### config.mk
export PLATFORM = sky130hd
export DESIGN_NAME = vga_sprite_regs
export DESIGN_NICKNAME = d
export VERILOG_FILES = /design/src/rtl/vga_sprite_regs.sv
export SDC_FILE = /design/constraint.sdc
export NUM_CORES = 2
export LEC_CHECK = 0
export CAP_MARGIN = 0
export CORE_UTILIZATION = 50
export CTS_CLUSTER_DIAMETER = 120
export DETAILED_ROUTE_END_ITERATION = 7
export PLACE_DENSITY = 0.76
export SLEW_MARGIN = 25
export SYNTH_ARGS = -nofsm -noshare
export SYNTH_HDL_FRONTEND = slang
export SYNTH_SLANG_ARGS = --single-unit
### constraint.sdc
create_clock -name clk -period 2.54 [get_ports clk]
set_input_delay 0.254 -clock clk [delete_from_list [all_inputs] [get_ports clk]]
set_output_delay 0.254 -clock clk [all_outputs]
set_load 0.01 [all_outputs]
### src/rtl/vga_sprite_regs.sv
// Sprite register file: CPU-written shadow positions/bitmaps committed to the active
// outputs on a frame interrupt edge. Also owns the irq acknowledge and a sticky overlap flag.
module vga_sprite_regs #(
  parameter int unsigned H_MAX = 624,
  parameter int unsigned V_MAX = 464
) (
  input  logic              clk,
  input  logic              rst,
  input  logic [7:0]        addr,
  input  logic [15:0]       data_in,
  input  logic              wr,
  input  logic              rd,
  output logic [15:0]       data_out,
  input  logic              irq,
  output logic              ack,
  output logic [15:0]       spaceship_horizontal,
  output logic [15:0]       spaceship_vertical,
  output logic [15:0]       planet_horizontal,
  output logic [15:0]       planet_vertical,
  output logic [15:0][15:0] spaceship_bitmap,
  output logic [15:0][15:0] planet_bitmap
);

  localparam logic [15:0] HLim = 16'(H_MAX);
  localparam logic [15:0] VLim = 16'(V_MAX);

  typedef enum logic [1:0] {StIdle, StArmed, StCommit} commit_state_e;
  typedef enum logic {AckIdle, AckHigh} ack_state_e;

  commit_state_e cstate_q, cstate_d;
  ack_state_e    astate_q, astate_d;

  logic [15:0]       ship_h_q, ship_h_d, ship_v_q, ship_v_d;
  logic [15:0]       planet_h_q, planet_h_d, planet_v_q, planet_v_d;
  logic [15:0][15:0] ship_bmp_q, ship_bmp_d, planet_bmp_q, planet_bmp_d;

  logic [15:0]       act_ship_h_q, act_ship_h_d, act_ship_v_q, act_ship_v_d;
  logic [15:0]       act_planet_h_q, act_planet_h_d, act_planet_v_q, act_planet_v_d;
  logic [15:0][15:0] act_ship_bmp_q, act_ship_bmp_d, act_planet_bmp_q, act_planet_bmp_d;

  logic        collision_q, collision_d;
  logic        irq_prev_q;
  logic [15:0] data_out_q, data_out_d;

  logic        arm_wr, stat_wr, irq_rise, commit, overlap;
  logic [15:0] dh, dv, rd_data;

  function automatic logic [15:0] clamp(input logic [15:0] v, input logic [15:0] lim);
    return (v > lim) ? lim : v;
  endfunction

  assign arm_wr   = wr && (addr == 8'h04) && data_in[0];
  assign stat_wr  = wr && (addr == 8'h05);
  assign irq_rise = irq && !irq_prev_q;
  assign commit   = (cstate_q == StCommit);

  // Bounding-box overlap on the shadow positions that are about to go live
  always_comb begin
    dh      = (ship_h_q >= planet_h_q) ? ship_h_q - planet_h_q : planet_h_q - ship_h_q;
    dv      = (ship_v_q >= planet_v_q) ? ship_v_q - planet_v_q : planet_v_q - ship_v_q;
    overlap = (dh < 16'd16) && (dv < 16'd16);
  end

  always_comb begin
    ship_h_d     = ship_h_q;
    ship_v_d     = ship_v_q;
    planet_h_d   = planet_h_q;
    planet_v_d   = planet_v_q;
    ship_bmp_d   = ship_bmp_q;
    planet_bmp_d = planet_bmp_q;
    if (wr) begin
      case (addr)
        8'h00:   ship_h_d   = clamp(data_in, HLim);
        8'h01:   ship_v_d   = clamp(data_in, VLim);
        8'h02:   planet_h_d = clamp(data_in, HLim);
        8'h03:   planet_v_d = clamp(data_in, VLim);
        default: ;
      endcase
      if (addr[7:4] == 4'h1) ship_bmp_d[addr[3:0]] = data_in;
      if (addr[7:4] == 4'h2) planet_bmp_d[addr[3:0]] = data_in;
    end
  end

  // Active copies take the pre-write shadow, so a write during commit lands next frame
  always_comb begin
    act_ship_h_d     = act_ship_h_q;
    act_ship_v_d     = act_ship_v_q;
    act_planet_h_d   = act_planet_h_q;
    act_planet_v_d   = act_planet_v_q;
    act_ship_bmp_d   = act_ship_bmp_q;
    act_planet_bmp_d = act_planet_bmp_q;
    if (commit) begin
      act_ship_h_d     = ship_h_q;
      act_ship_v_d     = ship_v_q;
      act_planet_h_d   = planet_h_q;
      act_planet_v_d   = planet_v_q;
      act_ship_bmp_d   = ship_bmp_q;
      act_planet_bmp_d = planet_bmp_q;
    end
  end

  always_comb begin
    collision_d = collision_q;
    if (stat_wr && data_in[1]) collision_d = 1'b0;
    if (commit && overlap)     collision_d = 1'b1;
  end

  always_comb begin
    cstate_d = cstate_q;
    unique case (cstate_q)
      StIdle:   if (arm_wr) cstate_d = StArmed;
      StArmed:  if (irq_rise) cstate_d = StCommit;
      StCommit: cstate_d = arm_wr ? StArmed : StIdle;
      default:  cstate_d = StIdle;
    endcase
  end

  always_comb begin
    astate_d = astate_q;
    unique case (astate_q)
      AckIdle: if (stat_wr && data_in[0] && irq) astate_d = AckHigh;
      AckHigh: if (!irq) astate_d = AckIdle;
      default: astate_d = AckIdle;
    endcase
  end

  always_comb begin
    rd_data = '0;
    case (addr)
      8'h00:   rd_data = ship_h_q;
      8'h01:   rd_data = ship_v_q;
      8'h02:   rd_data = planet_h_q;
      8'h03:   rd_data = planet_v_q;
      8'h05:   rd_data = {13'b0, cstate_q == StArmed, collision_q, irq};
      default: begin
        if (addr[7:4] == 4'h1) rd_data = ship_bmp_q[addr[3:0]];
        if (addr[7:4] == 4'h2) rd_data = planet_bmp_q[addr[3:0]];
      end
    endcase
    data_out_d = rd ? rd_data : data_out_q;
  end

  always_ff @(posedge clk) begin
    if (rst) begin
      cstate_q         <= StIdle;
      astate_q         <= AckIdle;
      ship_h_q         <= '0;
      ship_v_q         <= '0;
      planet_h_q       <= '0;
      planet_v_q       <= '0;
      ship_bmp_q       <= '0;
      planet_bmp_q     <= '0;
      act_ship_h_q     <= '0;
      act_ship_v_q     <= '0;
      act_planet_h_q   <= '0;
      act_planet_v_q   <= '0;
      act_ship_bmp_q   <= '0;
      act_planet_bmp_q <= '0;
      collision_q      <= 1'b0;
      irq_prev_q       <= 1'b0;
      data_out_q       <= '0;
    end else begin
      cstate_q         <= cstate_d;
      astate_q         <= astate_d;
      ship_h_q         <= ship_h_d;
      ship_v_q         <= ship_v_d;
      planet_h_q       <= planet_h_d;
      planet_v_q       <= planet_v_d;
      ship_bmp_q       <= ship_bmp_d;
      planet_bmp_q     <= planet_bmp_d;
      act_ship_h_q     <= act_ship_h_d;
      act_ship_v_q     <= act_ship_v_d;
      act_planet_h_q   <= act_planet_h_d;
      act_planet_v_q   <= act_planet_v_d;
      act_ship_bmp_q   <= act_ship_bmp_d;
      act_planet_bmp_q <= act_planet_bmp_d;
      collision_q      <= collision_d;
      irq_prev_q       <= irq;
      data_out_q       <= data_out_d;
    end
  end

  assign data_out             = data_out_q;
  assign ack                  = (astate_q == AckHigh);
  assign spaceship_horizontal = act_ship_h_q;
  assign spaceship_vertical   = act_ship_v_q;
  assign planet_horizontal    = act_planet_h_q;
  assign planet_vertical      = act_planet_v_q;
  assign spaceship_bitmap     = act_ship_bmp_q;
  assign planet_bitmap        = act_planet_bmp_q;

endmodule
==> results.cfg <==
[flow_run]
drv_cap = 0

[power]
p_int_mw = 29.3
pwr-share-clk_pct = 48.0
p_sw_share_pct = 22.7
p_leak_nw = 20.6
ir_drop_mv = 0.621
combPwrFrac_pct = 3.4
switchingPower_mw = 8.60
p_seq_share_pct = 48.6
power_density_mw_per_mm2 = 616

[synthesis]
synth_top_area_share_pct = 49.4
syn_nets = 5941
synth_area_leaders = dfxtp_1, nand2_1, a21oi_1
ys_ff_latch = 1173
async_flop_share_pct = 0
syn-cell-area_mm2 = 0.0476
ys_warn_count = 0
synthDistinctLibCells = 73
synth_top_flop_cell = dfxtp_1
synth_edf_count = 0
ys_seq_area_share_pct = 49.4
syn_area_per_cell_um2 = 8.13
yosys.area.top_type = dfxtp_1
syn_inst = 5850

[floorplanning]
die_area_mm2 = 0.0963
row_count = 112
start_util_pct = 50.7
die_h_um = 310
num_io_pins = 622
die_w_um = 310
core_area_mm2 = 0.0937

[finish]
fin_util_pct = 65.6
drive_gt1_share_pct = 12.8
syn_to_final_growth_pct = 29.3
fin_nets = 6617

[sta]
rsz0062_at_grt = true
final_max_slew_viol_count = 0
finalSetupViolCount = 1
fmax_ghz = 0.346
tightest_slew_ps = 851
finalCritPeriodShare_pct = 114
fin_worst_skew_ps = 44.7
hold_viol_final = 0
slew-limit-headroom_pct = 43.2
fin_crit_ps = 2890
setup_slack_ps = -347

[clock_tree]
h-tree-depth = 3
cts_root_buf = clkbuf_16
clockBufferDepth = 3
cts_made_buffers = 116
cts_tree = yes
insertion_delay_ps = 740
clk_pin_slew_ps = 70
clock-sinks = 1173

[worst_setup_path]
regToRegSetupSlack_ps = -350
cp.buffers_inverters = 1
critical-path-top-delay-family = compound AO/OA/AOI/OAI gates
cp_slowest_cell = or4_1
path_cells = buf_4, ha_1, a21o_1, a211oi_4, a21oi_4, or4_4, a221oi_4, mux2i_2, or4_1, o21ai_1
crit_arrival_ps = 3550
r2r-end = collision_q$_SDFFE_PP0P_
crit_fanout = 5
r2r_cells = 10
worstSetupPathType = reg2reg
worst-endpoint-required_ps = 3200
max_stage_delay_ps = 510
worstSetupEndpointType = flop
crit_cells = 10
cp-start-kind = flop
r2r-start = ship_h_q[2]$_SDFFE_PP0P_

[global_route]
antenna_found_initial = 7
grt_pass1_wl_mm = 278
grt-ovfl-total = 0
grt.total_usage_pct = 38.7
grt_pass1_vias = 43300
grt_max_degree = 160

[routing]
via_per_inst = 5.92
ant_nets = 0
firstDrtPassIters = 8
wl_per_cell_um = 24.4
wirelength_mm = 192
vias = 46600
drtIter0Drc = 6032
drc = 4

[place]
dpl_worst_slack_ps = -389
dp_hpwl_mm = 138
gp_congestion = 1.02
port_buffers = 621

[min_path]
hold-path-endpoint = data_out[12]$_SDFFE_PP0P_
worstHoldPathCells = 2
min_from = rst
hp-class = in2reg

[run_status]
outcome = finished, violations left
violations = DRC, setup timing
cell type report:
type	instances	area [um2]
flip-flops and latches	1173	23500
multi-input cells	4128	22100
clock inverters	46	631
clock buffers	168	3410
diodes	3	7.51
repair buffers	1033	9980
inverters	74	278
fillers	7685	32300
well taps	1254	1570
how the worst max path moves through the flow:
stage,slack (ps),endpoint,startpoint
floorplan,5,collision_q$_SDFFE_PP0P_,ship_h_q[14]$_SDFFE_PP0P_
global placement,-430,collision_q$_SDFFE_PP0P_,ship_h_q[7]$_SDFFE_PP0P_
detailed placement,-390,collision_q$_SDFFE_PP0P_,ship_h_q[1]$_SDFFE_PP0P_
CTS,-330,collision_q$_SDFFE_PP0P_,ship_h_q[2]$_SDFFE_PP0P_
global route,-450,collision_q$_SDFFE_PP0P_,ship_h_q[2]$_SDFFE_PP0P_
finish,-350,collision_q$_SDFFE_PP0P_,ship_h_q[2]$_SDFFE_PP0P_
Yosys cell counts, types with 7 or more instances:
library cell / number
mux2i_1: 9
nand2b_1: 8
o211ai_1: 8
nor2_1: 108
a22oi_1: 18
nand2_1: 2270
a211oi_1: 25
buf_2: 44
xnor2_1: 15
inv_1: 73
nor3_1: 34
dfxtp_1: 1173
buf_1: 21
a311oi_1: 7
a21oi_1: 1168
a21o_1: 15
nand3_1: 38
xor2_1: 7
clkbuf_1: 401
a31oi_1: 7
nor2b_1: 14
mux4_2: 174
ha_1: 62
o21ai_0: 28
placed cells by master, fill, tap and decap left out, drive strengths merged, types with 29 or more instances in the layout:
cell           netlist  routed
a21oi             1169    1169
buf                 71     432
clkbuf             404     168
clkdlybuf4s50        0     600
dfxtp             1173    1173
ha                  62      62
inv                 73      77
mux4               174     174
nand2             2270    2270
nand3               38      38
nor2               108     108
nor3                34      34
o21ai               29      29
state kept, by name, summed over array words and instances (netlist names), 256 cells and up:
name / cells
ship_bmp_q: 256
planet_bitmap: 256
planet_bmp_q: 256
spaceship_bitmap: 256
worst reg2reg max path: cells and delay by family, from the launching register on:
family	cells	cell delay [ps]
flip-flops	1	310
multiplexers	1	140
AND/OR/NAND/NOR	2	960
adder cells (fa/ha/maj)	1	190
buffers and inverters	1	130
AO/OA/AOI/OAI	5	1100
stage by stage:
stage          TNS (ps)  instances  power, mW  area, um2  hold WS [ps]
2_1_floorplan         0       5850       19.6      47700           409
3_3_place_gp       -598       7658       20.1      57300           442
3_5_place_dp       -550       7658       20.1      57300           445
4_1_cts            -333       7874       37.8      61400          33.9
5_1_grt            -445       7877       38.7      61500          68.3
6_report           -347       7879       37.9      61500          66.4
power groups by stage:
stage               Combinational (mW)  Clock, mW  Sequential [mW]
floorplan                        0.720          0             18.8
global placement                  1.22          0             18.8
detailed placement                1.22          0             18.8
CTS                               1.23       18.2             18.4
global route                      1.30       19.0             18.4
finish                            1.28       18.2             18.4
what timing repair did:
item | 4_1_cts | 5_1_grt
setup endpoints to repair | 1 | 1
resized for setup | 10 | 11
hold buffers | 1 | 0
endpoints found under the hold margin | 2 | 0
pin swaps | 3 | 4
buffers inserted | 1 | 2
routing by layer:
layer	part of all wire, %	global-route usage [%]
met1	38	49.9
met2	45	59.6
met3	11	8.62
met4	6.5	22.3
met5	0.066	0
logic make-up after synthesis:
family | count (synthesis) | synth area share [%]
compound gates | 1334 | 15.0
xor+xnor | 22 | 0.405
fa+ha+maj | 62 | 1.63
buf+inv | 549 | 4.50
flops | 1173 | 49.4
mux | 183 | 8.43
simple gates | 2527 | 20.7
No activity file was read; power rests on OpenSTA's default activity.
